File: config.mk
export PLATFORM = sky130hd
export DESIGN_NAME = matmul_apb_slave
export DESIGN_NICKNAME = d
export VERILOG_FILES = /design/src/rtl/matmul_apb_slave.sv
export SDC_FILE = /design/constraint.sdc
export NUM_CORES = 1
export LEC_CHECK = 0
export ABC_AREA = 1
export CORE_MARGIN = 4
export CORE_UTILIZATION = 39
export CTS_BUF_LIST = sky130_fd_sc_hd__clkbuf_4 sky130_fd_sc_hd__clkbuf_8 sky130_fd_sc_hd__clkbuf_16
export DETAILED_ROUTE_END_ITERATION = 8
export GPL_TIMING_DRIVEN = 0
export PLACE_DENSITY = 0.67
export SYNTH_ARGS = -nofsm -noshare
export SYNTH_HDL_FRONTEND = slang
export SYNTH_SLANG_ARGS = --single-unit
File: constraint.sdc
create_clock -name clk_i -period 1.5 [get_ports clk_i]
set_input_delay 0.3 -clock clk_i [delete_from_list [all_inputs] [get_ports clk_i]]
set_output_delay 0.3 -clock clk_i [all_outputs]
set_load 0.02 [all_outputs]
File: src/rtl/matmul_apb_slave.sv
// APB register slave for a matrix-multiply core: control, operand lines, flags and scratchpad
// read-through. Define MATMUL_APB_PSLVERR_EN to flag dropped writes and misaligned accesses.
module matmul_apb_slave #(
    parameter int unsigned DATA_WIDTH = 8,
    parameter int unsigned BUS_WIDTH  = 32,
    parameter int unsigned MAX_DIM    = 4,
    parameter int unsigned ADDR_WIDTH = 16
) (
    input  logic                             clk_i,
    input  logic                             rst_ni,
    input  logic                             psel_i,
    input  logic                             penable_i,
    input  logic                             pwrite_i,
    input  logic [MAX_DIM-1:0]               pstrb_i,
    input  logic [BUS_WIDTH-1:0]             pwdata_i,
    input  logic [ADDR_WIDTH-1:0]            paddr_i,
    output logic                             pready_o,
    output logic                             pslverr_o,
    output logic [BUS_WIDTH-1:0]             prdata_o,
    input  logic                             busy_i,
    input  logic [BUS_WIDTH-1:0]             flags_i,
    output logic                             start_o,
    output logic [15:0]                      control_o,
    output logic [MAX_DIM*BUS_WIDTH-1:0]     operand_a_o,
    output logic [MAX_DIM*BUS_WIDTH-1:0]     operand_b_o,
    output logic                             sp_rd_o,
    output logic [2+2*$clog2(MAX_DIM)-1:0]   sp_addr_o,
    input  logic [BUS_WIDTH-1:0]             sp_rdata_i
);
    localparam int unsigned LineW    = $clog2(MAX_DIM);
    localparam int unsigned SpIdxW   = 2 * LineW;
    localparam logic [15:0] CtrlMask = 16'h3F3E;

    typedef enum logic [1:0] {StIdle, StAccess, StSpWait} state_e;

    state_e                       state_q, state_d;
    logic [15:0]                  control_q, control_d;
    logic [MAX_DIM*BUS_WIDTH-1:0] opa_q, opa_d, opb_q, opb_d;
    logic                         start_q, start_d;

    logic                 aligned, is_ctrl, is_opa, is_opb, is_flags, is_sp;
    logic [LineW-1:0]     line_idx;
    logic [BUS_WIDTH-1:0] wmask, ctrl_merged, line_a, line_b, rdata;
    logic                 access, sp_read, fast_done, wr_drop, wr_ok;
    logic                 unused_bits;

    assign aligned  = (paddr_i[1:0] == 2'b00);
    assign is_ctrl  = aligned && (paddr_i[4:2] == 3'd0);
    assign is_opa   = aligned && (paddr_i[4:2] == 3'd1);
    assign is_opb   = aligned && (paddr_i[4:2] == 3'd2);
    assign is_flags = aligned && (paddr_i[4:2] == 3'd3);
    assign is_sp    = aligned && paddr_i[4];
    assign line_idx = paddr_i[5 +: LineW];

    // Each strobe bit enables one operand element lane.
    for (genvar g = 0; g < MAX_DIM; g++) begin : g_strb
        assign wmask[g*DATA_WIDTH +: DATA_WIDTH] = {DATA_WIDTH{pstrb_i[g]}};
    end

    assign line_a      = opa_q[line_idx*BUS_WIDTH +: BUS_WIDTH];
    assign line_b      = opb_q[line_idx*BUS_WIDTH +: BUS_WIDTH];
    assign ctrl_merged = (BUS_WIDTH'(control_q) & ~wmask) | (pwdata_i & wmask);

    assign access    = (state_q == StAccess) && psel_i && penable_i;
    assign sp_read   = access && !pwrite_i && is_sp;
    assign fast_done = access && !sp_read;
    assign wr_drop   = !aligned || is_flags || is_sp || busy_i;
    assign wr_ok     = fast_done && pwrite_i && !wr_drop;

    always_comb begin
        rdata = '0;
        if (is_ctrl) begin
            rdata = BUS_WIDTH'(control_q);
        end else if (is_opa) begin
            rdata = line_a;
        end else if (is_opb) begin
            rdata = line_b;
        end else if (is_flags) begin
            rdata = flags_i;
        end
    end

    always_comb begin
        pready_o = fast_done || (state_q == StSpWait);
        prdata_o = '0;
        if (state_q == StSpWait) begin
            prdata_o = sp_rdata_i;
        end else if (fast_done && !pwrite_i) begin
            prdata_o = rdata;
        end
    end

`ifdef MATMUL_APB_PSLVERR_EN
    assign pslverr_o = fast_done && (!aligned || (pwrite_i && wr_drop));
`else
    assign pslverr_o = 1'b0;
`endif

    assign sp_rd_o     = sp_read;
    assign sp_addr_o   = {paddr_i[3:2], paddr_i[5 +: SpIdxW]};
    assign start_o     = start_q;
    assign control_o   = control_q;
    assign operand_a_o = opa_q;
    assign operand_b_o = opb_q;
    assign unused_bits = ^{paddr_i[ADDR_WIDTH-1:5+SpIdxW], ctrl_merged[BUS_WIDTH-1:16]};

    always_comb begin
        state_d   = state_q;
        control_d = control_q;
        opa_d     = opa_q;
        opb_d     = opb_q;
        start_d   = 1'b0;
        unique case (state_q)
            StIdle:   if (psel_i) state_d = StAccess;
            // A dropped penable also lands here, aborting without side effects.
            StAccess: state_d = sp_read ? StSpWait : StIdle;
            StSpWait: state_d = StIdle;
            default:  state_d = StIdle;
        endcase
        if (wr_ok) begin
            if (is_ctrl) begin
                control_d = ctrl_merged[15:0] & CtrlMask;
                start_d   = pstrb_i[0] & pwdata_i[0];
            end
            if (is_opa) begin
                opa_d[line_idx*BUS_WIDTH +: BUS_WIDTH] = (line_a & ~wmask) | (pwdata_i & wmask);
            end
            if (is_opb) begin
                opb_d[line_idx*BUS_WIDTH +: BUS_WIDTH] = (line_b & ~wmask) | (pwdata_i & wmask);
            end
        end
    end

    always_ff @(posedge clk_i or negedge rst_ni) begin
        if (!rst_ni) begin
            state_q   <= StIdle;
            control_q <= '0;
            opa_q     <= '0;
            opb_q     <= '0;
            start_q   <= 1'b0;
        end else begin
            state_q   <= state_d;
            control_q <= control_d;
            opa_q     <= opa_d;
            opb_q     <= opb_d;
            start_q   <= start_d;
        end
    end

endmodule

; ---- Yosys cells after proc, flatten, opt, wreduce, memory -nomap -nowiden
; Index checks and enable logic that the tools add are counted.
[word_totals]
reg_bits = 270
out_inout_bits = 314
[classes]
n_addsub = 1
n_eq_ne = 6
shift = 5
mux = 13
bitwise = 9
reduce_logical = 27
[op_table]
columns = op, count
row1 = bitwise mux 128 bit, 2
row2 = indexed part select 128 x 8 -> 32 bit, 2
row3 = indexed part select 32 x 34 -> 128 bit, 2
row4 = two-way mux 32 bit, 6
row5 = variable shift 32 x 34 -> 128 bit (first input constant), 1
row6 = bitwise AND 32 bit, 3
row7 = OR 32 bit, 2
row8 = negator 7 -> 34 bit, 1
row9 = NOT 32 bit, 1
row10 = bitwise AND 14 bit, 1
row11 = OR 14 bit, 1
row12 = logical AND 1 bit, 13
row13 = == test 3 x 2 -> 1 bit (second input constant), 2
row14 = AND reduction 2 bit, 3
row15 = logical NOT 1 bit, 4
row16 = logical NOT 2 bit, 2
row17 = logical OR 1 bit, 4
row18 = two-way mux 2 bit, 2
row19 = case mux 2 bit (2 select lines), 1
row20 = == test 3 x 1 -> 1 bit (second input constant), 1
row21 = logical NOT 3 bit, 1
row22 = == test 2 x 1 -> 1 bit (second input constant), 1
row23 = == test 2 bit (second input constant), 1
row24 = two-way mux 1 bit, 2
row25 = 2 further kinds, 2

; ---- Longest topological paths before layout
[logic_depth]
ltp_word = 10
depth_mapped = 12
mapped_depth_nobuf = 10

; ---- Least setup slack after synthesis
; Ideal clock, no wire load.
[synth_timing]
path_kind = input to register
from = input paddr_i[6]
to = register opa_q[11], in the netlist operand_a_o[11]
arrival_time_ps = 2103
required_time_ps = 1435
slack_ps = -668
stages = 10
path_buffers = 4
path_cell_list = inv_1 -> buf_2 -> buf_1 -> ha_1 -> clkbuf_1 -> inv_2 -> nor3_2 -> clkbuf_1 -> nand3_1 -> nand2_1
[synth_via]
elab_chain_cells = 5
word_cells_on_any_way = 7
classes_between = add/sub: 1 / shift: 3 / mux: 1 / bitwise: 2
[synth_rtl]
columns = item, line_no
row1 = "start, declared", 16  ; input logic [ADDR_WIDTH-1:0] paddr_i,
row2 = indexed part select 128 x 8 -> 32 bit, 60  ; assign line_a = opa_q[line_idx*BUS_WIDTH +: BUS_WIDTH];
row3 = bitwise AND 32 bit, 126  ; opa_d[line_idx*BUS_WIDTH +: BUS_WIDTH] = (line_a & ~wmask) | (pwdata_i & wmask);
row4 = OR 32 bit, 126
row5 = indexed part select 32 x 34 -> 128 bit, 126
row6 = bitwise mux 128 bit (*), 126
row7 = "end signal, assigned", 144  ; opa_q <= opa_d;
row8 = "end, declared", 38  ; logic [MAX_DIM*BUS_WIDTH-1:0] opa_q, opa_d, opb_q, opb_d;
; Mark *: on every way between the ends. The rest lies on a longest branch, timed or not.
; A chain may end at the register's enable or synchronous reset.

; ---- Worst setup path in the final report
[layout_timing]
from = register state_q[1]
to = output prdata_o[29]
[layout_via]
elab_chain_cells = 10
word_cells_on_any_way = 11
classes_between = eq/ne: 2 / mux: 2 / reduce/logical: 7
[layout_rtl]
columns = item, line_no
row1 = "start, declared", 36  ; state_e state_q, state_d;
row2 = "start signal, assigned", 136  ; state_q <= StIdle;
row3 = "start signal, assigned", 142  ; state_q <= state_d;
row4 = == test 2 x 1 -> 1 bit, 64  ; assign access = (state_q == StAccess) && psel_i && penable_i;
row5 = logical AND 1 bit (2 in series), 64
row6 = logical AND 1 bit (2 in series), 65  ; assign sp_read = access && !pwrite_i && is_sp;
row7 = logical NOT 1 bit, 66  ; assign fast_done = access && !sp_read;
row8 = logical AND 1 bit, 66
row9 = logical AND 1 bit, 88  ; end else if (fast_done && !pwrite_i) begin
row10 = two-way mux 32 bit, 88
row11 = two-way mux 32 bit (*), 86  ; if (state_q == StSpWait) begin
row12 = "end, declared", 19  ; output logic [BUS_WIDTH-1:0] prdata_o,
; Marked as above.

==> flow_summary.toml <==
[grt]
grt_start_max_net_pins = 116
first_global_vias = 17400
grt_pass1_wl_mm = 115
grt_use_met3_pct = 8.80
grt-ovfl-total = 0
grt_antenna_before_repair = 3
grt_busiest_layer = "met2"
grt_util_all_layers_pct = 37.2
grtUsageMet1_pct = 48.2
grtUsageMet2_pct = 59.1

[synth]
synth_fa_ha_area_share_pct = 0.431
synth_top_area_share_pct = 46.5
netlist_instances = 2066
synth-compound-area-share_pct = 8.15
synth_edf_count = 0
ys_types = 22
avgSynthCellArea_um2 = 7.03
synth_area_um2 = 14500
ys_seq_area_share_pct = 46.5
synthSimpleGateAreaFrac_pct = 39.1
synth_xor_area_share_pct = 0
yosys.area.top_type = "dfrtp_1"
synth_top_family_by_area = "simple AND/OR/NAND/NOR gates"
yosysWarningCount = 0
ys_top_cells_by_area = "dfrtp_1 47%, nand2_1 24%, nand3_1 13%"
synth_seq_cells = 270
ys.flop_type = "dfrtp_1"
yosysMostFrequentCell = "nand2_1"
synth_top_cells_by_count = "920 x nand2_1, 379 x nand3_1, 270 x dfrtp_1"
synthMuxAreaShare_pct = 0
ys_async_sr_fraction_pct = 100

[floorplan]
num_rows = 70
start_util_pct = 39.6
die-area_um2 = 40400
core_um2 = 36700
dieWidth_um = 201
die_height_um = 201
pin_count = 436

[finish]
multi_input_area_um2 = 7970
finalNonFillerCells = 3098
drive_gt1_share_pct = 18.8
nFillCells = 3160
nNetsFinal = 2731
final_core_utilization_pct = 64.1
regArea_um2 = 6760
area_delta_synth_final_pct = 62.0

[cts]
cts_tree = "yes"
cts_inserted_buffers = 34
clk_pin_slew_ps = 50
cts-root-buf = "clkbuf_16"
h-tree-depth = 2
cts_sinks = 270
clockBufferDepth = 3
insertion_delay_ps = 520

[power_and_ir_drop]
p_sw_w = 0.00474
p_seq_share_pct = 40.4
p_int_w = 0.0133
leakage_nw = 10.6
powerDensity_nw_per_um2 = 768
p_clk_share_pct = 47.8
combPwrFrac_pct = 11.9
swShare_pct = 26.2
ir_drop_mv = 0.608

[timing]
period_share_pct = 155
min_period_ps = 2330
whs_ps = 196
fin_ws_ps = -826
tightest_slew_ps = 749
rsz0062_at_grt = "true"
slew_violations = 0
slew_headroom_pct = 50.1
final_hold_viol_count = 0
max_freq_ghz = 0.430
finClkSkew_ps = 10.8
final-setup-viol-count = 573

[worst_setup_path]
crit_path_end = "prdata_o[29]"
end_kind = "output port"
r2r-end = "operand_a_o[124]$_DFFE_PN0P_"
crit_type = "reg2out"
reg2reg_depth = 13
reg2reg_slack_ps = -700
critPathLaunchType = "register"
required_ps = 1200
cp-startpoint = "state_q[1]$_DFFE_PN0P_"
r2r-start = "state_q[1]$_DFFE_PN0P_"
cp_max_fo = 5
cp.arrival_ps = 2030

[placed_design]
io_buffers = 416
placedCellCount = 2957
place_congestion = 0.957
place_hpwl_mm = 58.0

[detailed_routing]
viasPerCell = 5.85
dr.first_iter.drc_count = 2027
drc = 0
via_count = 18100
finalWirelength_mm = 79.2
wl_per_cell_um = 25.6
antenna_left = 0
drt_pass1_iterations = 6

[status]
violations = "negative setup slack"
status = "finished, violations left"

[flow_run]
maxCapViolCount = 0

[worst_hold_path]
worstHoldPathCells = 3
hp-class = "in2reg"
registers in the layout, indices dropped and copies added (netlist names), named ones only:
| register | cells |
|---|---|
| start_o | 1 |
| operand_a_o | 128 |
| state_q | 2 |
| operand_b_o | 128 |
critical path: stages, from the launching register on:
cell     delay (ps)
dfrtp_1         370
inv_2            80
nand2_4          60
nor2_4          110
nand3_4         110
nor2_4          130
buf_12          130
buf_12          130
buf_12          130
nand2_2          50
nand2_2          80
buf_6           120
worst min-delay path by stage:
stage                                start                          end
2_1_floorplan                       rst_ni                    async pin
3_3_place_gp   operand_a_o[26]$_DFFE_PN0P_  operand_a_o[26]$_DFFE_PN0P_
3_5_place_dp                        rst_ni  operand_a_o[42]$_DFFE_PN0P_
4_1_cts                         paddr_i[4]       state_q[1]$_DFFE_PN0P_
5_1_grt                         paddr_i[4]       state_q[1]$_DFFE_PN0P_
6_report                        paddr_i[4]       state_q[1]$_DFFE_PN0P_
metrics by stage:
| step | setup TNS (ps) | power, W | setup slack, ps | area [um2] |
|---|---|---|---|---|
| after floorplan | -34770 | 0.00831 | -310 | 15100 |
| after global placement | -3686760 | 0.00927 | -12120 | 19900 |
| after detailed placement | -427820 | 0.00929 | -1910 | 19900 |
| after CTS | -233320 | 0.0179 | -918 | 22800 |
| after global routing | -280930 | 0.0185 | -881 | 23500 |
| final | -253980 | 0.0181 | -826 | 23500 |
layer usage:
layer	vias to the layer above	wire [um]
li1	7843	-
met1	8777	29500
met2	1261	36100
met3	223	9000
met4	4	4630
met5	-	17
placed cells by master (no fill, tap or decap), types with 12 or more instances in the layout:
cell type and n:
clkbuf_2 18, nor2_1 26, nand3_4 12, buf_8 28
a21oi_1 32, buf_4 62, dfrtp_1 269, clkbuf_1 18
nand3_2 50, nand3_1 319, o21ai_1 156, o21ai_0 42
clkbuf_4 29, nand2_4 29, nand4_1 19, clkbuf_8 31
nand2_2 42, clkbuf_16 49, buf_12 18, buf_6 54
nand2_1 838, clkdlybuf4s50_1 374, nor2_4 13, inv_1 25
final cells by class:
class	instances	area share [%]
Buffer	157	6.68
Timing Repair Buffer	497	22.5
Tap cell	468	2.49
Sequential cell	270	28.7
Multi-Input combinational cell	1609	33.9
Clock buffer	57	4.79
Antenna cell	1	0.0106
Clock inverter	4	0.192
Inverter	35	0.665
cells by family (layout without fill, tap and decap cells):
family,count (synthesis),count (layout)
simple gates,1362,1362
flops,270,270
compound gates,236,236
buf+inv,192,750
fa+ha+maj,5,5
other cells,1,7
power groups by stage:
| stage | combinational, W | clock (W) | sequential [W] |
|---|---|---|---|
| 6_report | 0.00214 | 0.00862 | 0.00729 |
| 5_1_grt | 0.00226 | 0.00891 | 0.00729 |
| 4_1_cts | 0.00205 | 0.00861 | 0.00729 |
| 3_5_place_dp | 0.00187 | 0 | 0.00742 |
| 3_3_place_gp | 0.00183 | 0 | 0.00743 |
| 2_1_floorplan | 0.000883 | 0 | 0.00743 |
what timing repair did:
| action | CTS | global route |
|---|---|---|
| buffers inserted | 52 | 21 |
| endpoints found under the hold margin | 41 | 0 |
| hold buffers | 1 | 0 |
| setup endpoints to repair | 574 | 574 |
| gates resized for setup | 464 | 175 |
| cloned | 8 | 9 |
| pin swaps | 49 | 27 |
Power figures use the tool's default switching activity.
